### src/rtl/div_unit_param_if.sv
// Start/busy/done handshake bundle for the multicycle divider.
// The master issues operands; the slave returns flags and results.
interface div_unit_param_if #(
  parameter int WIDTH = 32
);
  logic             start;
  logic             is_signed;
  logic [WIDTH-1:0] dividend;
  logic [WIDTH-1:0] divisor;
  logic             busy;
  logic             done;
  logic             div_by_zero;
  logic             overflow;
  logic [WIDTH-1:0] quotient;
  logic [WIDTH-1:0] remainder;

  modport master (
    output start, is_signed, dividend, divisor,
    input  busy, done, div_by_zero, overflow,
    input  quotient, remainder
  );

  modport slave (
    input  start, is_signed, dividend, divisor,
    output busy, done, div_by_zero, overflow,
    output quotient, remainder
  );
endinterface

### src/rtl/div_unit_param.sv
// Parametrised restoring divider, signed/unsigned, one quotient bit per cycle.
// Results and flags hold until the next accepted operation completes.
module div_unit_param #(
  parameter int WIDTH = 32
) (
  input logic              clk,
  input logic              reset,
  div_unit_param_if.slave  bus
);
  localparam int CW = $clog2(WIDTH);

  localparam logic [1:0] S_IDLE = 2'd0;
  localparam logic [1:0] S_CALC = 2'd1;
  localparam logic [1:0] S_FIX  = 2'd2;
  localparam logic [1:0] S_ZERO = 2'd3;

  logic [1:0]       state;
  logic [CW-1:0]    cnt;
  logic [WIDTH:0]   rem;
  logic [WIDTH-1:0] quo;
  logic [WIDTH-1:0] dvs_mag;
  logic [WIDTH-1:0] dvd_raw;
  logic             neg_q;
  logic             neg_r;
  logic             ovf_p;

  logic [WIDTH-1:0] q_r;
  logic [WIDTH-1:0] r_r;
  logic             done_r;
  logic             dbz_r;
  logic             ovf_r;

  logic             a_neg;
  logic             b_neg;
  logic [WIDTH-1:0] a_mag;
  logic [WIDTH-1:0] b_mag;
  logic [WIDTH:0]   shifted;
  logic [WIDTH:0]   trial;
  logic             is_min;

  always_comb begin
    a_neg   = bus.is_signed & bus.dividend[WIDTH-1];
    b_neg   = bus.is_signed & bus.divisor[WIDTH-1];
    // MIN negates to itself, read back as 2^(WIDTH-1) unsigned
    a_mag   = a_neg ? -bus.dividend : bus.dividend;
    b_mag   = b_neg ? -bus.divisor : bus.divisor;
    is_min  = bus.dividend[WIDTH-1] &
              (bus.dividend[WIDTH-2:0] == '0);
    shifted = {rem[WIDTH-1:0], quo[WIDTH-1]};
    trial   = shifted - {1'b0, dvs_mag};
  end

  always_ff @(posedge clk) begin
    if (reset) begin
      state   <= S_IDLE;
      cnt     <= '0;
      rem     <= '0;
      quo     <= '0;
      dvs_mag <= '0;
      dvd_raw <= '0;
      neg_q   <= 1'b0;
      neg_r   <= 1'b0;
      ovf_p   <= 1'b0;
      q_r     <= '0;
      r_r     <= '0;
      done_r  <= 1'b0;
      dbz_r   <= 1'b0;
      ovf_r   <= 1'b0;
    end else begin
      done_r <= 1'b0;
      unique case (state)
        S_IDLE: begin
          if (bus.start) begin
            cnt     <= '0;
            rem     <= '0;
            quo     <= a_mag;
            dvs_mag <= b_mag;
            dvd_raw <= bus.dividend;
            neg_q   <= a_neg ^ b_neg;
            neg_r   <= a_neg;
            ovf_p   <= bus.is_signed & is_min &
                       (&bus.divisor);
            state   <= (bus.divisor == '0) ?
                       S_ZERO : S_CALC;
          end
        end
        S_CALC: begin
          if (!trial[WIDTH]) begin
            rem <= trial;
            quo <= {quo[WIDTH-2:0], 1'b1};
          end else begin
            rem <= shifted;
            quo <= {quo[WIDTH-2:0], 1'b0};
          end
          cnt <= cnt + 1'b1;
          if (cnt == CW'(WIDTH - 1))
            state <= S_FIX;
        end
        S_FIX: begin
          q_r    <= neg_q ? -quo : quo;
          r_r    <= neg_r ? -rem[WIDTH-1:0]
                          : rem[WIDTH-1:0];
          ovf_r  <= ovf_p;
          dbz_r  <= 1'b0;
          done_r <= 1'b1;
          state  <= S_IDLE;
        end
        S_ZERO: begin
          q_r    <= '1;
          r_r    <= dvd_raw;
          ovf_r  <= 1'b0;
          dbz_r  <= 1'b1;
          done_r <= 1'b1;
          state  <= S_IDLE;
        end
        default: state <= S_IDLE;
      endcase
    end
  end

  assign bus.busy        = (state != S_IDLE);
  assign bus.done        = done_r;
  assign bus.div_by_zero = dbz_r;
  assign bus.overflow    = ovf_r;
  assign bus.quotient    = q_r;
  assign bus.remainder   = r_r;
endmodule

### src/flat_wrapper.sv
// flat-port wrapper written by rule: the top's interface ports become plain ports
module div_unit_param_flat 
#(
  parameter int WIDTH = 32
)
  (clk, reset, bus_start, bus_is_signed, bus_dividend, bus_divisor, bus_busy, bus_done, bus_div_by_zero, bus_overflow, bus_quotient, bus_remainder);
  div_unit_param_if #(.WIDTH(WIDTH)) bus_i ();
  input logic clk;
  input logic reset;
  input wire logic [$bits(bus_i.start)-1:0] bus_start;
  input wire logic [$bits(bus_i.is_signed)-1:0] bus_is_signed;
  input wire logic [$bits(bus_i.dividend)-1:0] bus_dividend;
  input wire logic [$bits(bus_i.divisor)-1:0] bus_divisor;
  output wire logic [$bits(bus_i.busy)-1:0] bus_busy;
  output wire logic [$bits(bus_i.done)-1:0] bus_done;
  output wire logic [$bits(bus_i.div_by_zero)-1:0] bus_div_by_zero;
  output wire logic [$bits(bus_i.overflow)-1:0] bus_overflow;
  output wire logic [$bits(bus_i.quotient)-1:0] bus_quotient;
  output wire logic [$bits(bus_i.remainder)-1:0] bus_remainder;
  assign bus_i.start = bus_start;
  assign bus_i.is_signed = bus_is_signed;
  assign bus_i.dividend = bus_dividend;
  assign bus_i.divisor = bus_divisor;
  assign bus_busy = bus_i.busy;
  assign bus_done = bus_i.done;
  assign bus_div_by_zero = bus_i.div_by_zero;
  assign bus_overflow = bus_i.overflow;
  assign bus_quotient = bus_i.quotient;
  assign bus_remainder = bus_i.remainder;
  div_unit_param #(.WIDTH(WIDTH)) u_core (.clk(clk), .reset(reset), .bus(bus_i));
endmodule
### config.mk
export PLATFORM = sky130hd
export DESIGN_NAME = div_unit_param_flat
export DESIGN_NICKNAME = d
export VERILOG_FILES = /design/src/rtl/div_unit_param_if.sv /design/src/rtl/div_unit_param.sv /design/src/flat_wrapper.sv
export SDC_FILE = /design/constraint.sdc
export NUM_CORES = 1
export LEC_CHECK = 0
export CORE_MARGIN = 3
export CORE_UTILIZATION = 62
export DETAILED_ROUTE_END_ITERATION = 6
export MAX_ROUTING_LAYER = met4
export PLACE_DENSITY = 0.85
export SETUP_SLACK_MARGIN = 0.4
export SLEW_MARGIN = 15
export SYNTH_ARGS = -nofsm -noshare
export SYNTH_HDL_FRONTEND = slang
export SYNTH_SLANG_ARGS = --single-unit
### constraint.sdc
create_clock -name clk -period 8.21 [get_ports clk]
set_input_delay 1.642 -clock clk [delete_from_list [all_inputs] [get_ports clk]]
set_output_delay 1.642 -clock clk [all_outputs]
set_load 0.02 [all_outputs]
Word level (Yosys, flattened, before mapping)
Cells that the tools add are included.

Bitwise gates (word level): 6. Reductions and logical operators: 11. Equality and inequality tests: 6. Add/subtract/negate cells: 6. Multiplexer cells: 21.

Operators by type and width (count): 32-bit case mux with 2 select lines (4); 32-bit two-way mux (7); 32-bit negation (4); 33-bit by 32-bit subtractor with 33-bit output (1); 32-bit zero test (1); 32-bit AND reduction (1); 31-bit zero test (1); 5-bit case mux with 2 select lines (1); 2-bit two-way mux (3); 2-bit case mux with 3 select lines (1); 2-bit AND reduction (3); 2-bit nonzero test (3); 5-bit by 1-bit adder with 5-bit output (second input constant) (1); 1-bit AND (5); 5-bit == test (second input constant) (1); 5-bit two-way mux (1); 2-bit == test (second input constant) (2); 1-bit case mux with 2 select lines (2); 2-bit by 1-bit == test with 1-bit output (second input constant) (1); 2-bit zero test (1); 1-bit two-way mux (2); 2-bit by 1-bit != test with 1-bit output (second input constant) (1); 2-bit != test (second input constant) (1); 2-bit OR reduction (1); 1-bit XOR (1).

Output and inout port bits: 68. Flip-flop bits (word level): 205. Logic and storage cells: 64. Input bits: 68.

Logic depth before layout (Yosys ltp)
Word-level depth: 4. Gate-level depth with buffers: 14. Mapped depth without buffers: 13.

Worst setup path after synthesis
OpenSTA, ideal clock, no wires.

Path kind: input port to flip-flop. Start: in bus_dividend[14]. End: reg u_core.quo[30]. Buffers on the path: 0. Arrival time: 4008 ps. Stages: 9. Library setup time: 114 ps. Slack: 4087 ps. Path through: or3_1 -> or2_2 -> or3_1 -> nor2_1 -> nand2_1 -> or4_1 -> o31ai_1 -> xor2_1 -> a2111oi_0.

Cells in the longest elaborated chain, start to end: 4.

Ends and longest elaborated chain: start, declared (line flat_wrapper.sv:12) `input wire logic [$bits(bus_i.dividend)-1:0] bus_dividend;`; 32-bit negation (line div_unit_param.sv:45) `a_mag = a_neg ? -bus.dividend : bus.dividend;`; 32-bit two-way mux (line div_unit_param.sv:45); 32-bit two-way mux (line div_unit_param.sv:73) `if (bus.start) begin`; 32-bit case mux with 2 select lines (line div_unit_param.sv:71) `unique case (state)`; end signal, assigned (line div_unit_param.sv:76) `quo <= a_mag;`; end signal, assigned (line div_unit_param.sv:90) `quo <= {quo[WIDTH-2:0], 1'b1};`; end signal, assigned (line div_unit_param.sv:93) `quo <= {quo[WIDTH-2:0], 1'b0};`; end, declared (line div_unit_param.sv:20) `logic [WIDTH-1:0] quo;`.

Every way passes these cells. The select of a mux whose other input is x is not followed. A chain may end at the register's enable or synchronous reset.

Worst setup path in the final report
Same ends and word-level chain as after synthesis.

==> results by group <==
Clock network
  • Resized Gates After CTS: 0
  • Total CTS buffers: 22
  • TritonCTS Sinks: 205
  • CTS root buffer: clkbuf_16
  • Postcts setup bufs: 0
  • H-Tree Depth: 1
  • Clk slew on worst S/H paths: 0.06 ns
  • CTS tree: built
  • Clk Latency, worst-skew pair: 0.52 ns
  • Hold buffers post-CTS: 0
  • Clock Path Buffers: 3

Synthesis
  • Mapped Nets: 1658
  • Syn Inst Count: 1550
  • Top_reg_cell synth: dfxtp_1
  • Post-synthesis sequential area ratio: 34.1%
  • #FFs+latches synth: 205
  • Asr flop ratio synth: 0%
  • Synth unique cells: 69
  • Synth Cell Area: 12100 sq um
  • Synth warn: 0
  • Post-synth EDFFs: 0
  • Avg Cell Area, Syn: 7.78 sq um

Placed design
  • I/O Buffers: 135
  • DP Cell Count: 1861
  • Cell Area, Placed: 13400 sq um
  • Post-DP HPWL: 26000 um
  • Routability cong.: 0.976
  • Pre-CTS WS: 3.37 ns

Power and ir drop
  • Clock Power Share: 32.4%
  • Switch Pwr: 0.934 mW
  • Power Density: 199 nW/um^2
  • Net Sw Frac: 33.3%
  • Share of power burned in registers: 39.8%
  • Max IR drop VDD: 163 uV
  • Gate power share: 27.7%
  • Leakage: 5.28 nW
  • Power Internal: 1.87 mW

Timing
  • # setup viols final: 0
  • Tmin final: 4.37 ns
  • Worst-margin pin slew: 1.11 ns
  • Clock skew: 0.0146 ns
  • Final worst slack: 3.84 ns
  • Fin. Hold Viols: 0
  • Fin crit share: 53.3%
  • Setup TNS: 0 ns
  • Fin. max-slew vios: 0
  • Unrepaired setup endpoints after global routing: no
  • Slew HR: 25.7%
  • Fmax: 0.229 GHz

Layout
  • Layout Nets: 1733
  • Commonest non-fill, non-tap cell in the layout: nor2_1
  • Post-route core utilization: 74.6%
  • Most frequent cells in the layout: 220 x nor2_1, 203 x dfxtp_1, 186 x nand2_1
  • Fraction of layout instances using a drive strength above 1: 4.70%
  • Non-Filler Instances: 1898
  • Area delta synth->final: 17.0%
  • Final instance area: 14100 sq um
  • N_diodes: 0

Floorplan
  • Core ar.: 18900 sq um
  • Die area: 21100 sq um
  • # rows: 50
  • Starting Density: 63.8%
  • I/O Pins: 136
  • Chip Height: 145 um
  • DIE WIDTH: 145 um

Detailed routing
  • WL final: 35300 um
  • Detailed Routing Iterations Pass 1: 5
  • Vias per inst: 6.18
  • 1st-iter DRT viols: 1150
  • Via count: 11700
  • Routed Antenna Nets: 0
  • Number of remaining DRC errors: 0
  • Detailed-route wire length per cell: 18.6 um

Setup path
  • Crit path kind: in2reg
  • Slowest cell on crit path: clkdlybuf4s50_1
  • Element type at the critical path end: register
  • CP most frequent cell: or3_1
  • Startpoint Class: input pin
  • Max stage delay on crit path: 0.49 ns
  • Worst EP arrival: 4.77 ns
  • Critical Path Fanout Max: 5
  • Largest delay contributor family on the critical path: simple AND/OR/NAND/NOR gates
  • Crit-path cells: clkdlybuf4s50_1 > or3_1 > or2_2 > or3_1 > nor2_1 > nand2_1 > or4_1 > o31ai_1 > xor2_1 > a2111oi_0
  • Buf+Inv Stages, Crit Path: 1
  • CP required: 8.60 ns

Outcome
  • Run status: complete, no violations

GRT
  • Overflow after GRT: 0
  • GRT Total Usage: 32.7%
  • Antenna violations before repair: 0
  • Vias in the first global route: 10800
  • Largest net degree at the start of global routing: 95
  • First-pass GRT wire length: 56300 um

Flow run
  • MaxCap Viol Count: 0

Hold path
  • Worst hold path class: reg2reg
layer usage:
layer	share of wire [%]	track usage (%)
met4	3.4	10.5
met3	7.6	4.52
met5	0	-
met2	46	52.3
met1	42	43.0
power groups by stage:
| stage | logic, mW | registers (mW) | clock network, mW |
|---|---|---|---|
| 2_1_floorplan | 0.577 | 1.11 | 0 |
| 3_3_place_gp | 0.744 | 1.13 | 0 |
| 3_5_place_dp | 0.758 | 1.14 | 0 |
| 4_1_cts | 0.764 | 1.12 | 0.919 |
| 5_1_grt | 0.854 | 1.12 | 0.960 |
| 6_report | 0.778 | 1.12 | 0.911 |
worst register-to-register path, stage by stage, from the launching register on:
cell      delay (ns)
dfxtp_1         0.45
inv_1           0.09
ha_1            0.22
fa_1            0.42
or2b_2          0.32
a21oi_1         0.25
o22a_2          0.27
a2111o_1        0.22
o211ai_2        0.10
a21oi_2         0.38
xnor2_4         0.15
buf_4           0.48
mux2_2          0.42
nand2_1         0.07
a21oi_1         0.06
state kept, by name, indices dropped and copies added, names as in the netlist, 2 cells and up:
register,count
u_core.bus.remainder,32
u_core.bus.quotient,32
u_core.rem,32
u_core.state,2
u_core.dvd_raw,32
u_core.quo,32
u_core.dvs_mag,32
u_core.cnt,5
cells in the mapped netlist, drive strengths merged, types with 2 or more instances:
| library cell | number | area share [%] |
|---|---|---|
| nor2 | 221 | 6.9 |
| dfxtp | 205 | 34 |
| nand2 | 187 | 5.8 |
| a21oi | 112 | 4.7 |
| o21ai | 91 | 3.8 |
| clkbuf | 78 | 2.5 |
| xor2 | 76 | 5.5 |
| xnor2 | 71 | 5.3 |
| inv | 51 | 1.6 |
| ha | 39 | 4.0 |
| mux2i | 39 | 3.2 |
| o22ai | 34 | 1.8 |
| a2111oi | 31 | 2.3 |
| o31ai | 30 | 1.9 |
| a211oi | 29 | 1.8 |
| nand3 | 28 | 1.2 |
| a21o | 22 | 1.4 |
| or3 | 19 | 1.0 |
| nor3 | 18 | 0.75 |
| buf | 17 | 0.60 |
| nand4 | 17 | 0.88 |
| nor4 | 15 | 0.90 |
| o211ai | 14 | 0.91 |
| o41ai | 13 | 0.94 |
| or4 | 11 | 0.72 |
| a22o | 8 | 0.58 |
| nand2b | 8 | 0.42 |
| nor2b | 7 | 0.36 |
| a311oi | 5 | 0.36 |
| or2 | 5 | 0.26 |
| a31oi | 4 | 0.21 |
| and2 | 4 | 0.21 |
| and3 | 4 | 0.22 |
| o21a | 4 | 0.25 |
| o21bai | 4 | 0.25 |
| a31o | 3 | 0.22 |
| a2111o | 2 | 0.19 |
| a211o | 2 | 0.15 |
| a21boi | 2 | 0.12 |
| mux2 | 2 | 0.19 |
| nand3b | 2 | 0.12 |
| o2111ai | 2 | 0.15 |
| o31a | 2 | 0.15 |
| or2b | 2 | 0.15 |
kinds of logic after synthesis:
family,synth area share [%]
simple gates,20.1
compound gates,22.6
flops,34.1
xor+xnor,10.8
buf+inv,4.78
mux,3.43
fa+ha+maj,4.22
path summary, 6_finish.rpt:
check	depth (start not counted)	from	slack (ns)	end
worst max-delay path	10	bus_dividend[14]	3.84	u_core.quo[30]
worst min-delay path	2	u_core.dvd_raw[2]	0.46	u_core.dvd_raw[2]
worst max register to register	14	u_core.quo[31]	4.14	u_core.rem[3]
worst min register to register	2	u_core.dvd_raw[2]	0.46	u_core.dvd_raw[2]
metrics by stage:
step,hold WS [ns],power (mW)
after floorplan,0.425,1.69
after global placement,0.443,1.88
after detailed placement,0.448,1.90
after CTS,0.459,2.80
after global routing,0.474,2.94
final,0.460,2.81
cell type report:
class                      instances  area [sq um]
clock buffer                      28           593
clock inverter                     9          60.1
fill                            1526          4800
inverter                          51           191
multi-input combinational       1198          7380
sequential                       205          4110
tap                              260           325
timing repair buffer             147          1440
Note: power is estimated with default switching activity, not from simulation.
